File: config.mk
export PLATFORM = sky130hd
export DESIGN_NAME = sram_burst_reader_flat
export DESIGN_NICKNAME = d
export VERILOG_FILES = /design/src/rtl/sram_burst_reader_pkg.sv /design/src/rtl/sram_burst_reader_if.sv /design/src/rtl/sram_burst_reader_fifo.sv /design/src/rtl/sram_burst_reader.sv /design/src/flat_wrapper.sv
export SDC_FILE = /design/constraint.sdc
export NUM_CORES = 1
export LEC_CHECK = 0
export ABC_AREA = 1
export BUFFER_PORTS_ARGS = -buffer_cell sky130_fd_sc_hd__buf_4
export CORE_MARGIN = 3
export CORE_UTILIZATION = 40
export CTS_BUF_LIST = sky130_fd_sc_hd__clkbuf_4 sky130_fd_sc_hd__clkbuf_8
export CTS_CLUSTER_DIAMETER = 150
export DETAILED_ROUTE_END_ITERATION = 7
export GPL_TIMING_DRIVEN = 0
export PLACE_DENSITY_LB_ADDON = 0.2
export RECOVER_POWER = 100
export SLEW_MARGIN = 15
export SYNTH_ARGS = -nofsm -noshare
export SYNTH_HDL_FRONTEND = slang
export SYNTH_SLANG_ARGS = --single-unit
File: constraint.sdc
create_clock -name BOARD_CLK -period 3.7 [get_ports BOARD_CLK]
set_input_delay 0.555 -clock BOARD_CLK [delete_from_list [all_inputs] [get_ports BOARD_CLK]]
set_output_delay 0.555 -clock BOARD_CLK [all_outputs]
set_load 0.01 [all_outputs]
File: src/rtl/sram_burst_reader_pkg.sv
// Shared widths and burst FSM state encoding for the SRAM burst reader slice.
package typhoon_sram_pkg;

   localparam int SRAM_ADDR_W = 20;
   localparam int SRAM_DATA_W = 16;

   typedef enum logic [2:0] {
      IDLE,
      ISSUE,
      GUARD,
      WAIT,
      DRAIN_ABORT
   } burst_state_t;

   // Word addresses wrap modulo 2^20.
   function automatic logic [SRAM_ADDR_W-1:0] next_addr(input logic [SRAM_ADDR_W-1:0] a);
      return a + SRAM_ADDR_W'(1);
   endfunction

endpackage

File: src/rtl/sram_burst_reader_if.sv
// One client port of the dual-clock SRAM controller; master is the requester side.
interface sram_burst_reader_if;
   import typhoon_sram_pkg::*;

   logic [SRAM_ADDR_W-1:0] AddressToSRAM;
   logic                   QueueReadReq;
   logic                   QueueWriteReq;
   logic [SRAM_DATA_W-1:0] DataToSRAM;
   logic                   DataReady;
   logic [SRAM_DATA_W-1:0] DataFromSRAM;

   modport master (
      output AddressToSRAM, QueueReadReq, QueueWriteReq, DataToSRAM,
      input  DataReady, DataFromSRAM
   );

   modport slave (
      input  AddressToSRAM, QueueReadReq, QueueWriteReq, DataToSRAM,
      output DataReady, DataFromSRAM
   );

endinterface

File: src/rtl/sram_burst_reader_fifo.sv
// Synchronous show-ahead FIFO: head_o always shows the oldest word while not empty.
module sram_rd_fifo #(
   parameter int DEPTH = 8,
   parameter int WIDTH = 16
) (
   input  logic                     clk_i,
   input  logic                     rst_ni,
   input  logic                     flush_i,
   input  logic                     push_i,
   input  logic [WIDTH-1:0]         push_data_i,
   input  logic                     pop_i,
   output logic [WIDTH-1:0]         head_o,
   output logic [$clog2(DEPTH):0]   count_o,
   output logic                     empty_o,
   output logic                     full_o
);
   localparam int PTR_W = $clog2(DEPTH);

   logic [WIDTH-1:0] mem_q [DEPTH];
   logic [PTR_W-1:0] wr_ptr_q;
   logic [PTR_W-1:0] rd_ptr_q;
   logic [PTR_W:0]   count_q;
   logic             do_push;
   logic             do_pop;

   assign empty_o = (count_q == '0);
   assign full_o  = (count_q == (PTR_W+1)'(DEPTH));
   assign count_o = count_q;
   assign head_o  = mem_q[rd_ptr_q];

   // Pops on empty are dropped here; flush overrides both push and pop.
   assign do_pop  = pop_i && !empty_o && !flush_i;
   assign do_push = push_i && !full_o && !flush_i;

   always_ff @(posedge clk_i or negedge rst_ni) begin
      if (!rst_ni) begin
         wr_ptr_q <= '0;
         rd_ptr_q <= '0;
         count_q  <= '0;
      end else if (flush_i) begin
         wr_ptr_q <= '0;
         rd_ptr_q <= '0;
         count_q  <= '0;
      end else begin
         if (do_push) wr_ptr_q <= wr_ptr_q + PTR_W'(1);
         if (do_pop)  rd_ptr_q <= rd_ptr_q + PTR_W'(1);
         case ({do_push, do_pop})
            2'b10:   count_q <= count_q + (PTR_W+1)'(1);
            2'b01:   count_q <= count_q - (PTR_W+1)'(1);
            default: count_q <= count_q;
         endcase
      end
   end

   always_ff @(posedge clk_i) begin
      if (do_push) mem_q[wr_ptr_q] <= push_data_i;
   end

endmodule

File: src/rtl/sram_burst_reader.sv
// Burst read initiator for one SRAM controller port: one outstanding single-word read at a
// time, returned words land in a show-ahead FIFO drained by a valid/ready consumer.
module sram_burst_reader
   import typhoon_sram_pkg::*;
#(
   parameter int DEPTH        = 8,
   parameter int GUARD_CYCLES = 3,
   parameter int TIMEOUT      = 255,
   parameter int LEN_W        = 16
) (
   input  logic                   BOARD_CLK,
   input  logic                   RESET_N,
   input  logic                   START,
   input  logic [SRAM_ADDR_W-1:0] START_ADDR,
   input  logic [LEN_W-1:0]       LENGTH,
   input  logic                   ABORT,
   output logic                   BUSY,
   output logic                   DONE,
   output logic                   ERROR,
   output logic [SRAM_DATA_W-1:0] OUT_DATA,
   output logic                   OUT_VALID,
   input  logic                   OUT_READY,
   output burst_state_t           DBG_STATE,
   sram_burst_reader_if.master    sram
);
   localparam int CNT_W = $clog2(DEPTH) + 1;
   localparam int G_W   = $clog2(GUARD_CYCLES + 2);
   localparam int T_W   = $clog2(TIMEOUT + 1);

   burst_state_t           state_q, state_d;
   logic [SRAM_ADDR_W-1:0] addr_q, addr_d;
   logic [LEN_W-1:0]       rem_q, rem_d;
   logic [G_W-1:0]         guard_q, guard_d;
   logic [T_W-1:0]         tmo_q, tmo_d;
   logic                   error_q, error_d;
   logic                   done_q, done_d;
   logic [1:0]             sync_q;

   logic                   rdy_s;
   logic [G_W-1:0]         guard_inc;
   logic                   guard_done;
   logic                   tmo_hit;
   logic                   req;
   logic                   fifo_push;
   logic                   fifo_flush;
   logic [CNT_W-1:0]       fifo_count;
   logic                   fifo_empty;
   logic                   fifo_full;

   // DataReady comes from the SRAM_CLK domain; DataFromSRAM is only looked at once rdy_s is high.
   assign rdy_s      = sync_q[1];
   assign guard_inc  = guard_q + G_W'(1);
   assign guard_done = (guard_q == G_W'(GUARD_CYCLES));
   assign tmo_hit    = (tmo_q == T_W'(TIMEOUT - 1));

   always_comb begin
      state_d    = state_q;
      addr_d     = addr_q;
      rem_d      = rem_q;
      guard_d    = guard_q;
      tmo_d      = tmo_q;
      error_d    = error_q;
      done_d     = 1'b0;
      req        = 1'b0;
      fifo_push  = 1'b0;
      fifo_flush = 1'b0;
      case (state_q)
         IDLE: begin
            if (ABORT) begin
               fifo_flush = 1'b1;
            end else if (START) begin
               if (LENGTH == '0) begin
                  done_d = 1'b1;
               end else begin
                  addr_d  = START_ADDR;
                  rem_d   = LENGTH;
                  error_d = 1'b0;
                  state_d = ISSUE;
               end
            end
         end
         ISSUE: begin
            // Holding back until a slot is free guarantees the in-flight word always fits.
            if (ABORT) begin
               fifo_flush = 1'b1;
               state_d    = IDLE;
            end else if (fifo_count < CNT_W'(DEPTH)) begin
               req     = 1'b1;
               guard_d = '0;
               tmo_d   = '0;
               state_d = (GUARD_CYCLES == 0) ? WAIT : GUARD;
            end
         end
         GUARD: begin
            guard_d = guard_inc;
            if (ABORT) begin
               fifo_flush = 1'b1;
               state_d    = DRAIN_ABORT;
            end else if (guard_inc == G_W'(GUARD_CYCLES)) begin
               state_d = WAIT;
            end
         end
         WAIT: begin
            if (ABORT) begin
               fifo_flush = 1'b1;
               state_d    = DRAIN_ABORT;
            end else if (rdy_s) begin
               fifo_push = 1'b1;
               addr_d    = next_addr(addr_q);
               rem_d     = rem_q - LEN_W'(1);
               if (rem_q == LEN_W'(1)) begin
                  done_d  = 1'b1;
                  state_d = IDLE;
               end else begin
                  state_d = ISSUE;
               end
            end else if (tmo_hit) begin
               error_d = 1'b1;
               state_d = IDLE;
            end else begin
               tmo_d = tmo_q + T_W'(1);
            end
         end
         DRAIN_ABORT: begin
            // Finish the guard window first so a stale ready cannot end the drain early.
            if (!guard_done) begin
               guard_d = guard_inc;
            end else if (rdy_s || tmo_hit) begin
               state_d = IDLE;
            end else begin
               tmo_d = tmo_q + T_W'(1);
            end
         end
         default: state_d = IDLE;
      endcase
   end

   always_ff @(posedge BOARD_CLK or negedge RESET_N) begin
      if (!RESET_N) begin
         state_q <= IDLE;
         addr_q  <= '0;
         rem_q   <= '0;
         guard_q <= '0;
         tmo_q   <= '0;
         error_q <= 1'b0;
         done_q  <= 1'b0;
         sync_q  <= '0;
      end else begin
         state_q <= state_d;
         addr_q  <= addr_d;
         rem_q   <= rem_d;
         guard_q <= guard_d;
         tmo_q   <= tmo_d;
         error_q <= error_d;
         done_q  <= done_d;
         sync_q  <= {sync_q[0], sram.DataReady};
      end
   end

   always_ff @(posedge BOARD_CLK) begin
      if (RESET_N && fifo_push) assert (!fifo_full);
   end

   // Output stream: a word moves on each rising edge with OUT_VALID && OUT_READY; OUT_VALID
   // never depends on OUT_READY and the head word is stable until it is taken.
   sram_rd_fifo #(
      .DEPTH (DEPTH),
      .WIDTH (SRAM_DATA_W)
   ) u_fifo (
      .clk_i       (BOARD_CLK),
      .rst_ni      (RESET_N),
      .flush_i     (fifo_flush),
      .push_i      (fifo_push),
      .push_data_i (sram.DataFromSRAM),
      .pop_i       (OUT_READY),
      .head_o      (OUT_DATA),
      .count_o     (fifo_count),
      .empty_o     (fifo_empty),
      .full_o      (fifo_full)
   );

   assign OUT_VALID          = !fifo_empty;
   assign BUSY               = (state_q != IDLE);
   assign DONE               = done_q;
   assign ERROR              = error_q;
   assign DBG_STATE          = state_q;
   assign sram.QueueReadReq  = req;
   assign sram.AddressToSRAM = addr_q;
   assign sram.QueueWriteReq = 1'b0;
   assign sram.DataToSRAM    = '0;

endmodule

File: src/flat_wrapper.sv
// flat-port wrapper written by rule: the top's interface ports become plain ports
module sram_burst_reader_flat import typhoon_sram_pkg::*;
#(
   parameter int DEPTH        = 8,
   parameter int GUARD_CYCLES = 3,
   parameter int TIMEOUT      = 255,
   parameter int LEN_W        = 16
)
  (BOARD_CLK, RESET_N, START, START_ADDR, LENGTH, ABORT, BUSY, DONE, ERROR, OUT_DATA, OUT_VALID, OUT_READY, DBG_STATE, sram_AddressToSRAM, sram_QueueReadReq, sram_QueueWriteReq, sram_DataToSRAM, sram_DataReady, sram_DataFromSRAM);
  sram_burst_reader_if sram_i ();
  input  logic BOARD_CLK;
  input  logic RESET_N;
  input  logic START;
  input  logic [SRAM_ADDR_W-1:0] START_ADDR;
  input  logic [LEN_W-1:0] LENGTH;
  input  logic ABORT;
  output logic BUSY;
  output logic DONE;
  output logic ERROR;
  output logic [SRAM_DATA_W-1:0] OUT_DATA;
  output logic OUT_VALID;
  input  logic OUT_READY;
  output burst_state_t DBG_STATE;
  output wire logic [$bits(sram_i.AddressToSRAM)-1:0] sram_AddressToSRAM;
  output wire logic [$bits(sram_i.QueueReadReq)-1:0] sram_QueueReadReq;
  output wire logic [$bits(sram_i.QueueWriteReq)-1:0] sram_QueueWriteReq;
  output wire logic [$bits(sram_i.DataToSRAM)-1:0] sram_DataToSRAM;
  input wire logic [$bits(sram_i.DataReady)-1:0] sram_DataReady;
  input wire logic [$bits(sram_i.DataFromSRAM)-1:0] sram_DataFromSRAM;
  assign sram_AddressToSRAM = sram_i.AddressToSRAM;
  assign sram_QueueReadReq = sram_i.QueueReadReq;
  assign sram_QueueWriteReq = sram_i.QueueWriteReq;
  assign sram_DataToSRAM = sram_i.DataToSRAM;
  assign sram_i.DataReady = sram_DataReady;
  assign sram_i.DataFromSRAM = sram_DataFromSRAM;
  sram_burst_reader #(.DEPTH(DEPTH), .GUARD_CYCLES(GUARD_CYCLES), .TIMEOUT(TIMEOUT), .LEN_W(LEN_W)) u_core (.BOARD_CLK(BOARD_CLK), .RESET_N(RESET_N), .START(START), .START_ADDR(START_ADDR), .LENGTH(LENGTH), .ABORT(ABORT), .BUSY(BUSY), .DONE(DONE), .ERROR(ERROR), .OUT_DATA(OUT_DATA), .OUT_VALID(OUT_VALID), .OUT_READY(OUT_READY), .DBG_STATE(DBG_STATE), .sram(sram_i));
endmodule
==> out/results.txt <==
post-cts resize count: 0
dpl ws: 0.9813 ns
average size of a mapped cell: 8.850 um2
Post-DRT Antenna Nets: 0
LEAKAGE: 4.538 nW
Die Width: 160.9 um
register area share after synthesis: 56.76%
Arr. time, crit path: 2.82 ns
CP Max Fanout: 10
initial antenna violation count: 0
RSZ-0062 raised after global routing: no
PortBufs: 101
share of post-route cells with drive strength above 1: 10.20%
Least-Margin Pin Slew: 1.712 ns
I/O pin count: 119
critical path type: reg -> out
DIE AREA: 25880 um2
Setup violations, final: 0
Vias: 7887
Slew headroom: -14.12%
max cap viols: 1
Layout Skew: 0.02165 ns
clk slew on worst S/H paths: 0.11 ns
largest net degree at the start of global routing: 65
synthesized area: 9593 um2
Logic pwr share: 32.7%
Yosys top cell area share: 40.07%
Sw Ratio: 41.78%
Hold Fails Final Rpt: 0
GR Layer Usage met2: 32.35%
drc violations: 0
Power Internal: 0.003753 W
Die Span Y: 160.9 um
Finished Cell Area: 11080 um2
Filler Cells Inserted: 2331
GP Congestion: 0.9049
HP Start: sram_DataReady
worst r2r dst: u_core.u_fifo.mem_q[0][6]
postcts setup bufs: 0
Layout Area Growth over Synthesis: 15.46%
total core area: 23540 um2
Synth area leaders: edfxtp_1 (40%), dfrtp_1 (17%), nand2_1 (9.9%)
Max VDD drop: 0.3378 mV
clock buffer depth: 2
register share of total power: 44.6%
Net Sw Power: 0.002693 W
hold path endpoint: u_core.sync_q[0]
Post-Syn Instances: 1084
met3 usage: 3.817%
status: complete, but fails checks
worst-skew pair later-pin latency: 0.48 ns
initial DRC count: 537
placed cell areas: 10980 um2
Tmin final: 3.373 ns
Congestion Overflow GR: 0
Root Driver: clkbuf_8
Vias/cell: 5.040
H-tree depth: 4
Ys Warns: 0
CTS Hold Bufs: 0
vias in the first global route: 7547
failing checks: max-capacitance violations, max-slew violations
met1 Use GR: 29.40%
GRT Util Overall: 20.64%
flop2flop setup slack: 0.47 ns
CP endpoint kind: primary output
# rows: 56
Synth cell types: 38
f_max: 296.4 MHz
overall routed net length: 26380 um
CP Launch Type: register
worst path required time: 3.14 ns
GRT Max-Usage Layer: met2
Final period util: 91.18%
Setup WS post-layout: 0.3265 ns
Num CTS Buffers: 17
Nets: 1304
post-synth top area cell: edfxtp_1
Final Slew Violations: 65
Hold Path Cell Cnt: 1
Starting Density: 40.75%
Clk pwr share: 22.7%
Post-DP HPWL: 18600 um
post-synthesis register bit count: 192
P per Cell Area: 582.0 nW/um2
first-pass GRT wire length: 41520 um
clock sink total: 192
FF-to-FF path depth: 9
WL per Instance: 16.86 um
setup TNS: 0 ns
reg-to-reg startpoint: u_core.DBG_STATE[2]
CTS tree: yes
Hold Path Class: in -> reg
drt first pass iters: 5
==> metrics by stage <==
stage | cells | power [W] | hold WS (ns) | utilization [%]
2_1_floorplan | 1100 | 0.004413 | 0.2594 | -
3_3_place_gp | 1520 | 0.005269 | 0.3383 | 45.92
3_5_place_dp | 1532 | 0.005306 | 0.3371 | 46.64
4_1_cts | 1564 | 0.006766 | 0.1528 | 48.50
5_1_grt | 1564 | 0.006900 | 0.1741 | 47.03
6_report | 1565 | 0.006446 | 0.2088 | 47.05
==> synthesized netlist by cell type, drive strengths merged <==
cell type / instances
clkinv: 1
nand3: 60
buf: 37
nor2: 223
dfrtp: 64
o22ai: 17
nor3: 6
inv: 69
xor2: 6
or2: 4
o21ai: 125
nand3b: 7
xnor2: 2
ha: 14
a31oi: 18
nand4: 8
clkbuf: 22
nand2: 260
o21bai: 3
edfxtp: 128
a21oi: 5
o211ai: 2
a22o: 1
o31ai: 1
conb: 1
==> layout make-up <==
type                            instances  area (um2)  area share [%]
Antenna cell                            1       2.502         0.02259
Multi-Input combinational cell        779        3551           32.06
Tap cell                              319       399.1           3.604
Inverter                               70       262.8           2.372
Clock buffer                           17       234.0           2.113
Sequential cell                       192        5445           49.16
Buffer                                 59       314.1           2.836
Timing Repair Buffer                  113       661.9           5.976
Clock inverter                         15       205.2           1.853
==> cell families after synthesis <==
group | synth area share, %
DFF | 56.76
adders and majority gates | 1.826
other | 0.03909
and+or+nand+nor | 24.19
buffers and inverters | 6.391
xor gates and xnor gates | 0.7304
AOI/OAI and AO/OA | 10.06
==> sequential cells by signal, summed over array words and instances (netlist names) <==
name                       flops
u_core.guard_q                 3
u_core.sram.AddressToSRAM     20
u_core.u_fifo.rd_ptr_q         3
u_core.u_fifo.count_o          4
u_core.ERROR                   1
u_core.u_fifo.wr_ptr_q         3
u_core.DBG_STATE               3
u_core.tmo_q                   8
u_core.sync_q                  2
u_core.u_fifo.mem_q          128
u_core.DONE                    1
u_core.rem_q                  16
==> power by group through the flow <==
| stage | Sequential (W) | Clock (W) | Combinational (W) |
|---|---|---|---|
| after CTS | 0.00288 | 0.00150 | 0.00240 |
| after detailed placement | 0.00292 | 0 | 0.00239 |
| after global routing | 0.00291 | 0.00157 | 0.00241 |
| after floorplan | 0.00287 | 0 | 0.00154 |
| final | 0.00288 | 0.00146 | 0.00211 |
| after global placement | 0.00292 | 0 | 0.00235 |
==> worst max-delay path by stage <==
stage,startpoint,end,slack [ns],cells after the start
2_1_floorplan,u_core.DBG_STATE[1],u_core.u_fifo.mem_q[2][0],0.94,8
3_3_place_gp,u_core.DBG_STATE[1],u_core.u_fifo.mem_q[3][1],-0.60,8
3_5_place_dp,u_core.u_fifo.rd_ptr_q[0],OUT_DATA[14],0.98,9
4_1_cts,u_core.u_fifo.rd_ptr_q[0],OUT_DATA[14],0.45,9
5_1_grt,u_core.u_fifo.rd_ptr_q[0],OUT_DATA[10],0.19,9
6_report,u_core.u_fifo.rd_ptr_q[0],OUT_DATA[14],0.33,9
==> critical path, stage by stage (launching register included) <==
cell and delay, ns:
dfrtp_1 0.41, clkbuf_1 0.22, inv_1 0.13, buf_4 0.18, clkbuf_1 0.56, nor2_1 0.09, o22ai_1 0.18, nor2_1 0.06
a31oi_1 0.31, clkbuf_1 0.20
==> metal layers <==
metal,wire (um),vias up
met5,0,-
li1,-,3877
met3,1616,40
met1,12250,3704
met2,12010,266
met4,502,0
==> cells in the final DEF (no fill, tap or decap), types with 18 or more instances in the layout <==
cell type / Yosys / routed
inv_1: 66 / 69
dfrtp_1: 64 / 64
nand3_1: 58 / 58
clkbuf_1: 22 / 92
o21ai_0: 104 / 118
edfxtp_1: 128 / 128
nand2_1: 254 / 257
a31oi_1: 18 / 18
nor2_1: 219 / 223
buf_4: 19 / 63
Note: power is estimated with default switching activity, not from simulation.
